===== src/rtl/line_buf_pkg.sv =====
// Shared definitions for the line buffer read-side scheduler.
//   state_t       : scheduler FSM states
//   FILL_VAL_DEF  : default pixel substituted on FIFO underrun
//   clog2()       : ceiling log2, used when sizing pixel counters
package line_buf_pkg;

    typedef enum logic [2:0] {
        IDLE   = 3'd0,
        ARMED  = 3'd1,
        ACTIVE = 3'd2,
        FLUSH  = 3'd3,
        DONE   = 3'd4
    } state_t;

    localparam logic [7:0] FILL_VAL_DEF = 8'h00;

    function automatic int clog2(input int value);
        int r;
        int v;
        r = 0;
        v = value - 1;
        while (v > 0) begin
            r++;
            v = v >> 1;
        end
        return r;
    endfunction

endpackage


===== src/rtl/line_buf_rd_sched.sv =====
// Read-side scheduler for the asynchronous pixel line FIFO (rd_clk domain).
// Reads one FIFO word per display data-enable cycle, emits exactly H_ACTIVE
// pixels per line, substitutes FILL_VAL on underrun and realigns the FIFO
// by flushing the unread remainder of a short line.
//
// Ports:
//   rd_clk, rd_rst          clock, async active-high reset
//   enable                  scheduler enable, acted on at line boundaries
//   clr_err                 pulse: clears err_short and underrun_cnt
//   vid_de                  display data-enable
//   fifo_rd_en              FIFO read strobe (combinational)
//   fifo_rd_data            FIFO data, valid the cycle after fifo_rd_en
//   fifo_empty              FIFO empty flag
//   fifo_almost_empty       FIFO almost-empty flag (early warning at line start)
//   pix_out, pix_vld        registered output pixel, two cycles after vid_de
//   line_done               one-cycle pulse per scheduled line
//   busy                    high outside IDLE
//   err_short               sticky: vid_de ended before H_ACTIVE pixels
//   underrun_cnt            saturating underrun pixel count
//
// state  | meaning
// -------+---------------------------------------------------------------
// IDLE   | scheduler disabled, no reads
// ARMED  | waiting for the first vid_de of a line (that cycle is pixel 0)
// ACTIVE | reading one word per vid_de cycle, cnt = current pixel index
// FLUSH  | discarding the rest of a short line, cnt = words still owed
// DONE   | single cycle, line_done pulses
module line_buf_rd_sched
    import line_buf_pkg::*;
#(
    parameter int                DATA_W   = 8,
    parameter int                H_ACTIVE = 1024,
    parameter int                CNT_W    = 12,
    parameter logic [DATA_W-1:0] FILL_VAL = DATA_W'(FILL_VAL_DEF)
) (
    input  logic              rd_clk,
    input  logic              rd_rst,
    input  logic              enable,
    input  logic              clr_err,
    input  logic              vid_de,
    output logic              fifo_rd_en,
    input  logic [DATA_W-1:0] fifo_rd_data,
    input  logic              fifo_empty,
    input  logic              fifo_almost_empty,
    output logic [DATA_W-1:0] pix_out,
    output logic              pix_vld,
    output logic              line_done,
    output logic              busy,
    output logic              err_short,
    output logic [15:0]       underrun_cnt
);

    localparam logic [CNT_W-1:0] LAST_PIX = CNT_W'(H_ACTIVE - 1);
    localparam logic [CNT_W-1:0] LINE_LEN = CNT_W'(H_ACTIVE);

    state_t           state;
    logic [CNT_W-1:0] cnt;
    logic             pipe_vld;
    logic             pipe_und;

    logic             start_px;
    logic             pix_cyc;
    logic             flush_lost;
    logic             ae_hit;
    logic [1:0]       und_inc;
    logic [16:0]      und_sum;
    logic [15:0]      und_next;

    always_comb begin
        start_px   = (state == ARMED) && enable && vid_de;
        pix_cyc    = start_px || ((state == ACTIVE) && vid_de);
        // a new line arriving during FLUSH has no slot; its pixels are lost
        flush_lost = (state == FLUSH) && vid_de;
        ae_hit     = start_px && fifo_almost_empty;
        fifo_rd_en = !fifo_empty && (pix_cyc || (state == FLUSH));
        und_inc    = 2'(pix_cyc && fifo_empty) + 2'(ae_hit) + 2'(flush_lost);
        und_sum    = {1'b0, underrun_cnt} + 17'(und_inc);
        und_next   = und_sum[16] ? 16'hFFFF : und_sum[15:0];
    end

    always_ff @(posedge rd_clk or posedge rd_rst) begin
        if (rd_rst) begin
            state     <= IDLE;
            cnt       <= '0;
            line_done <= 1'b0;
            busy      <= 1'b0;
        end else begin
            line_done <= 1'b0;
            case (state)
                IDLE: begin
                    if (enable) begin
                        state <= ARMED;
                        busy  <= 1'b1;
                    end
                end
                ARMED: begin
                    if (!enable) begin
                        state <= IDLE;
                        busy  <= 1'b0;
                    end else if (vid_de) begin
                        cnt <= CNT_W'(1);
                        if (LAST_PIX == '0) begin
                            state     <= DONE;
                            line_done <= 1'b1;
                        end else begin
                            state <= ACTIVE;
                        end
                    end
                end
                ACTIVE: begin
                    if (vid_de) begin
                        if (cnt == LAST_PIX) begin
                            state     <= DONE;
                            line_done <= 1'b1;
                        end else begin
                            cnt <= cnt + CNT_W'(1);
                        end
                    end else begin
                        // counter switches meaning: pixels owed to realign the FIFO
                        state <= FLUSH;
                        cnt   <= LINE_LEN - cnt;
                    end
                end
                FLUSH: begin
                    if (!fifo_empty) begin
                        cnt <= cnt - CNT_W'(1);
                        if (cnt == CNT_W'(1)) begin
                            state     <= DONE;
                            line_done <= 1'b1;
                        end
                    end
                end
                DONE: begin
                    if (enable) begin
                        state <= ARMED;
                    end else begin
                        state <= IDLE;
                        busy  <= 1'b0;
                    end
                end
                default: begin
                    state <= IDLE;
                    busy  <= 1'b0;
                end
            endcase
        end
    end

    // clear has priority over a same-cycle set or increment
    always_ff @(posedge rd_clk or posedge rd_rst) begin
        if (rd_rst) begin
            err_short    <= 1'b0;
            underrun_cnt <= '0;
        end else if (clr_err) begin
            err_short    <= 1'b0;
            underrun_cnt <= '0;
        end else begin
            if ((state == ACTIVE) && !vid_de)
                err_short <= 1'b1;
            underrun_cnt <= und_next;
        end
    end

    // FIFO data lands one cycle after the read, so valid/underrun ride a
    // one-stage pipe to meet it at the output register.
    always_ff @(posedge rd_clk or posedge rd_rst) begin
        if (rd_rst) begin
            pipe_vld <= 1'b0;
            pipe_und <= 1'b0;
            pix_vld  <= 1'b0;
            pix_out  <= '0;
        end else begin
            pipe_vld <= pix_cyc;
            pipe_und <= fifo_empty;
            pix_vld  <= pipe_vld;
            if (pipe_vld)
                pix_out <= pipe_und ? FILL_VAL : fifo_rd_data;
        end
    end

endmodule


===== config.mk =====
export PLATFORM = sky130hd
export DESIGN_NAME = line_buf_rd_sched
export DESIGN_NICKNAME = d
export VERILOG_FILES = /design/src/rtl/line_buf_pkg.sv /design/src/rtl/line_buf_rd_sched.sv
export SDC_FILE = /design/constraint.sdc
export NUM_CORES = 1
export LEC_CHECK = 0
export CORE_UTILIZATION = 49
export DETAILED_ROUTE_END_ITERATION = 8
export PLACE_DENSITY = 0.77
export SLEW_MARGIN = 20
export SYNTH_ARGS = -nofsm -noshare
export SYNTH_HDL_FRONTEND = slang
export SYNTH_SLANG_ARGS = --single-unit

===== constraint.sdc =====
create_clock -name rd_clk -period 2.9 [get_ports rd_clk]
set_input_delay 0.58 -clock rd_clk [delete_from_list [all_inputs] [get_ports rd_clk]]
set_output_delay 0.58 -clock rd_clk [all_outputs]
set_load 0.005 [all_outputs]

======== Yosys cells after proc, flatten, opt, wreduce, memory -nomap -nowiden ========
Index checks and enable logic that the tools add are counted.
operators by class
  add/sub/neg operators ................... 6
  equality and inequality tests ........... 15
  mux-type cells .......................... 28
  bitwise gates (word level) .............. 1
  reduce and logical (&&, ||, !) cells .... 20
operators by type and width
  kind                                                                     count
  12-bit two-way mux                                                       5
  12-bit case mux with 3 select lines                                      1
  16-bit two-way mux                                                       2
  3-bit two-way mux                                                        7
  16-bit by 2-bit adder with 17-bit output                                 1
  3-bit case mux with 5 select lines                                       1
  12-bit by 1-bit adder with 12-bit output, second input constant          1
  12-bit by 1-bit equality test with 1-bit output, second input constant   1
  12-bit by 10-bit equality test with 1-bit output, second input constant  1
  11-bit by 12-bit subtractor with 12-bit output, first input constant     1
  12-bit by 1-bit subtractor with 12-bit output, second input constant     1
  2-bit != test, second input constant                                     5
  5-bit AND reduction                                                      2
  1-bit two-way mux                                                        9
  1-bit logical AND                                                        8
  8-bit two-way mux                                                        1
  3-bit by 2-bit equality test with 1-bit output, second input constant    2
  3-bit != test, second input constant                                     2
  2-bit OR reduction                                                       2
  3-bit by 1-bit equality test with 1-bit output, second input constant    1
  3-bit equality test, second input constant                               1
  3-bit zero test                                                          1
  3-bit by 2-bit != test with 1-bit output, second input constant          1
  1-bit case mux with 3 select lines                                       1
  other kinds (10)                                                         12
word-level totals
  bits in registers ....................... 45
  output and inout port bits .............. 29

======== Logic depth before layout (Yosys ltp) ========
  depth after elaboration ................. 10
  gate-level depth with buffers ........... 13
  depth with buffers taken out ............ 12

======== Worst setup path after synthesis ========
Ideal clock, no wire load.
  path type ............................... input to register
  from .................................... in enable
  to ...................................... reg underrun_cnt[12]
  library setup time ...................... 0.064 ns
  arrival ................................. 3.005 ns
  data required time ...................... 2.836 ns
  path slack .............................. -0.170 ns
  stages .................................. 12
  path buffers ............................ 0
  cells stage by stage .................... nor2b_1 > nand2_1 > a21oi_1 > nand2_1 > fa_1 > inv_1 > ha_1 > fa_1 > and3_1 > and4_1 > a31oi_1 > o21a_1
on the way
  longest elaborated chain between the ends .. 9
  elaborated cells on any way between the ends .. 10
ends and longest elaborated chain
  what                                      line                      source
  start, declared                           line_buf_rd_sched.sv:38   input logic enable,
  1-bit logical AND (2 in series)           line_buf_rd_sched.sv:70   start_px = (state == ARMED) && enable && vid_de;
  1-bit logical OR                          line_buf_rd_sched.sv:71   pix_cyc = start_px || ((state == ACTIVE) && vid_de);
  net pix_cyc                               line_buf_rd_sched.sv:62   logic pix_cyc;
  1-bit logical AND                         line_buf_rd_sched.sv:76   und_inc = 2'(pix_cyc && fifo_empty) + 2'(ae_hit) + 2'(flush_lost);
  1-bit by 1-bit adder with 2-bit output    line_buf_rd_sched.sv:76
  2-bit by 1-bit adder with 2-bit output    line_buf_rd_sched.sv:76
  16-bit by 2-bit adder with 17-bit output  line_buf_rd_sched.sv:77   und_sum = {1'b0, underrun_cnt} + 17'(und_inc);
  16-bit two-way mux                        line_buf_rd_sched.sv:78   und_next = und_sum[16] ? 16'hFFFF : und_sum[15:0];
  16-bit two-way mux                        line_buf_rd_sched.sv:154  end else if (clr_err) begin
  end signal, assigned                      line_buf_rd_sched.sv:160  underrun_cnt <= und_next;
  end, declared                             line_buf_rd_sched.sv:50   output logic [15:0] underrun_cnt
The timed path passes the listed nets, and every way through them passes these cells.
A chain may end at the register's enable or synchronous reset.

======== Worst setup path in the final report ========
  from .................................... reg state[1]
  to ...................................... reg underrun_cnt[12]
on the way
  longest elaborated chain between the ends .. 10
  elaborated cells on any way between the ends .. 15
ends and longest elaborated chain
  what                                            line                      source
  start, declared                                 line_buf_rd_sched.sv:56   state_t state;
  start signal, assigned                          line_buf_rd_sched.sv:83   state <= IDLE;
  start signal, assigned                          line_buf_rd_sched.sv:92   state <= ARMED;
  start signal, assigned                          line_buf_rd_sched.sv:98   state <= IDLE;
  3-bit by 1-bit equality test with 1-bit output  line_buf_rd_sched.sv:70
  1-bit logical AND (2 in series)                 line_buf_rd_sched.sv:70
  1-bit logical OR (*)                            line_buf_rd_sched.sv:71
  net pix_cyc                                     line_buf_rd_sched.sv:62
  1-bit logical AND (*)                           line_buf_rd_sched.sv:76
  1-bit by 1-bit adder with 2-bit output (*)      line_buf_rd_sched.sv:76
  2-bit by 1-bit adder with 2-bit output (*)      line_buf_rd_sched.sv:76
  16-bit by 2-bit adder with 17-bit output (*)    line_buf_rd_sched.sv:77
  16-bit two-way mux (*)                          line_buf_rd_sched.sv:78
  16-bit two-way mux (*)                          line_buf_rd_sched.sv:154
The timed path passes the listed nets; every way through them passes the cells marked *.

==> impl_metrics.ini <==
[critical_path]
reg2regPathDepth = 12
worst_r2r_endpoint = underrun_cnt[12]
criticalPathCategory = flop to flop
worst_path_largest_cell_delay_ps = 480
crit_chain = nor2b_4 -> nand2_2 -> a21oi_2 -> nand2_1 -> fa_1 -> inv_1 -> ha_2 -> fa_2 -> and3_4 -> and4_1 -> a31oi_1 -> o21a_1
critical_path_arrival_ps = 3010
critPathMaxFanout = 5
path_buf_inv = 1
worstReg2RegStart = state[1]
cpMaxStageDelayCell = sky130_fd_sc_hd__fa_1
timing.reg2reg.setup_slack_ps = 130
critical_path_startpoint_category = flop
kind_of_cell_with_the_highest_combined_delay_on_the_critical_path = adder cells
worstSetupEndpointType = flop
timing.critical_path.required_ps = 3150

[synthesis]
synth-edff-count = 0
post-synth-top-area-cell = sky130_fd_sc_hd__dfrtp_1
postSynth.asyncResetShare_pct = 100
yosysUniqueCellTypes = 66
postSynthCellCount = 300
syn-mean-instance-area_um2 = 9.24
synth_warnings = 0
synth.area.top_cells = sky130_fd_sc_hd__dfrtp_1 41%, sky130_fd_sc_hd__a21oi_1 5.2%, sky130_fd_sc_hd__inv_1 3.2%, sky130_fd_sc_hd__xor2_1 3.2%, sky130_fd_sc_hd__o21ai_0 3.1%
synth-main-ff-cell = sky130_fd_sc_hd__dfrtp_1
synth_seq_cells = 45
syn-cell-area_mm2 = 0.00277
sequential_fraction_of_the_synthesis_area_pct = 40.6
synthesis.nets = 322
yosysTopAreaCellShare_pct = 40.6

[clock_network]
clock_sink_count = 45
htree_num_levels = 2
clkSlewWorstSetupHoldPaths_ps = 90
cts_tree = built
cts.path.max_buffers = 2
tritoncts.num_buffers = 5
clockRootBuffer = sky130_fd_sc_hd__clkbuf_8
cts_hold_buffers = 0
clk-insertion-delay-late_ps = 300

[drt]
drt.antenna.violating_nets = 0
avgViaCountPerCell = 5.77
detail_route.wl_per_cell_um = 15.1
first_iter_violations = 194
post-route-drc-count = 0
dr.pass1.iters = 4
routed-via-count = 2481
totalWireLength_mm = 6.49

[power_and_ir_drop]
switching_power_uw = 1180
power_switching_share_pct = 40.2
pwr_density_cell_mw_per_mm2 = 833
static-leakage-power_uw = 0.00145
seq_power_share_pct = 35.1
peakVddDrop_uv = 450
p_int_uw = 1750
share_clk_of_total_power_pct = 17.0
power.combinational.fraction_pct = 47.9

[sta]
slew_headroom_pct = 54.1
setup_violations = 0
final_period_minus_worst_setup_slack_ps = 2770
rsz0062_at_grt = false
worst_clock_skew_ps = 11.4
period_utilisation_layout_pct = 95.4
post-route-worst-setup-slack_ps = 135
holdWs_ps = 528
tightest_slew_ps = 685
final-hold-violation-count = 0
maxClockFrequency_mhz = 362
timing.final.max_slew_violations = 0

[placement]
preCtsSetupSlack_ps = -576
placedInstanceArea_mm2 = 0.00339
post_detail_place_hpwl_mm = 4.73
buffer_ports.inserted = 43
final_replace_weighted_congestion = 0.901

[floorplan]
die_y_um = 77.2
initial_standard_cell_utilization_of_the_core_pct = 50.7
die_width_um = 77.2
pin_count = 44
floorplan.rows = 27
core-area_mm2 = 0.00547
design.die.area_mm2 = 0.00596

[global_route]
grt_antenna_before_repair = 0
first_pass_grt_wire_length_mm = 11.3
use_met1_pct = 32.0
grt_util_met2_pct = 37.8
maximum_number_of_pins_on_one_net_before_global_route_repair = 28
groute.layer.met3.usage_pct = 3.21
groute.usage.overall_pct = 23.5
grt_remaining_overflow = 0
grt_pass1_vias = 2430
grt_busiest_layer = met2

[final_layout]
postLayoutCoreUtil_pct = 64.4
fin_area_mm2 = 0.00352
layout-drive-gt1-share_pct = 15.4
layout.filler_cells = 424
number_of_inserted_diodes = 0
number_of_nets_in_the_layout = 379
layout_commonest_cell = sky130_fd_sc_hd__dfrtp_1
multiInputGateArea_mm2 = 0.00150
area_growth_syn_to_layout_pct = 27.1
layout.area.seq_mm2 = 0.00113
layout.cells.most_common_list = 43 x sky130_fd_sc_hd__dfrtp_1, 40 x sky130_fd_sc_hd__clkdlybuf4s50_1, 28 x sky130_fd_sc_hd__a21oi_1, 23 x sky130_fd_sc_hd__inv_1, 20 x sky130_fd_sc_hd__buf_4

[min_path]
worst_hold_path_type = flop to flop
holdPathEnd = pix_out[2]
min-delay-start = pix_out[2]
hold_depth = 2

[job]
maxCapViolCount = 0

[status]
outcome = complete, no violations
[logic make-up after synthesis]
| group | synth area share (%) |
|---|---|
| multiplexers | 0.361 |
| adder cells (fa/ha/maj) | 4.06 |
| XOR/XNOR | 4.11 |
| flip-flops | 40.6 |
| AND/OR/NAND/NOR | 22.9 |
| buffers and inverters | 6.32 |
| AO/OA/AOI/OAI | 21.6 |
[what timing repair did]
item,4_1_cts,5_1_grt
pin swaps,3,3
resized for setup,5,5
buffers inserted,0,1
setup endpoints to repair,17,6
[metal layers]
| metal | routed length, um | share of wire, % | vias up |
|---|---|---|---|
| met2 | 3070 | 47 | 90 |
| met4 | 102 | 1.6 | 0 |
| met1 | 2910 | 45 | 1163 |
| met3 | 407 | 6.3 | 13 |
| met5 | 0 | 0 | - |
| li1 | - | - | 1215 |
[synth_stat cells (3+ instances only)]
library cell,number
sky130_fd_sc_hd__o22ai_1,8
sky130_fd_sc_hd__nand2b_1,5
sky130_fd_sc_hd__dfrtp_1,45
sky130_fd_sc_hd__nor2b_1,3
sky130_fd_sc_hd__xnor2_1,3
sky130_fd_sc_hd__a31oi_1,4
sky130_fd_sc_hd__nor2_1,16
sky130_fd_sc_hd__nor3_1,6
sky130_fd_sc_hd__buf_2,5
sky130_fd_sc_hd__nand4_1,8
sky130_fd_sc_hd__and3_1,4
sky130_fd_sc_hd__xor2_1,10
sky130_fd_sc_hd__nand2_1,20
sky130_fd_sc_hd__inv_1,24
sky130_fd_sc_hd__clkbuf_1,5
sky130_fd_sc_hd__nand3_1,8
sky130_fd_sc_hd__nand3b_1,9
sky130_fd_sc_hd__o21ai_0,17
sky130_fd_sc_hd__o31ai_1,3
sky130_fd_sc_hd__and4_1,4
sky130_fd_sc_hd__a21oi_1,29
sky130_fd_sc_hd__ha_1,5
[tightest hold or removal path, cell delays in order, from the launching register on]
cell,delay [ps]
sky130_fd_sc_hd__dfrtp_1,380
sky130_fd_sc_hd__inv_1,50
sky130_fd_sc_hd__o21ai_0,60
[power by group through the flow]
| stage | clock (uW) | combinational [uW] | sequential [uW] |
|---|---|---|---|
| floorplan | 0 | 978 | 947 |
| global placement | 0 | 1340 | 1030 |
| detailed placement | 0 | 1380 | 1040 |
| CTS | 508 | 1390 | 1020 |
| global route | 539 | 1560 | 1070 |
| finish | 499 | 1410 | 1030 |
[stage by stage]
| stage | instances | TNS, ps | total power (uW) |
|---|---|---|---|
| after global placement | 421 | -5950 | 2380 |
| after detailed placement | 421 | -7250 | 2420 |
| after global routing | 430 | 0 | 3160 |
| after CTS | 429 | 0 | 2920 |
| final | 430 | 0 | 2940 |
| after floorplan | 300 | 0 | 1930 |
[registers in the layout (all words and copies together) (netlist names)]
| signal | flops |
|---|---|
| pipe_vld | 1 |
| underrun_cnt | 16 |
| pix_vld | 1 |
| busy | 1 |
| pipe_und | 1 |
| pix_out | 8 |
| state | 3 |
| cnt | 12 |
| err_short | 1 |
| line_done | 1 |
[layout make-up]
class                      count  area share (%)
timing repair buffer          64            16.8
multi-input combinational    216            42.5
clock buffer                   6            2.34
inverter                      25            2.66
tap                           72            2.56
sequential                    45            32.0
clock inverter                 2            1.07
[worst max-delay path by stage]
stage                   from                to  slack [ps]  depth (start not counted)
floorplan             enable  underrun_cnt[12]          10                         12
global placement      enable  underrun_cnt[12]        -500                         13
detailed placement    enable  underrun_cnt[12]        -580                         13
CTS                   enable  underrun_cnt[12]         100                         13
global route        state[1]  underrun_cnt[12]           8                         12
finish              state[1]  underrun_cnt[12]         130                         12
(Power assumes the default switching activity.)
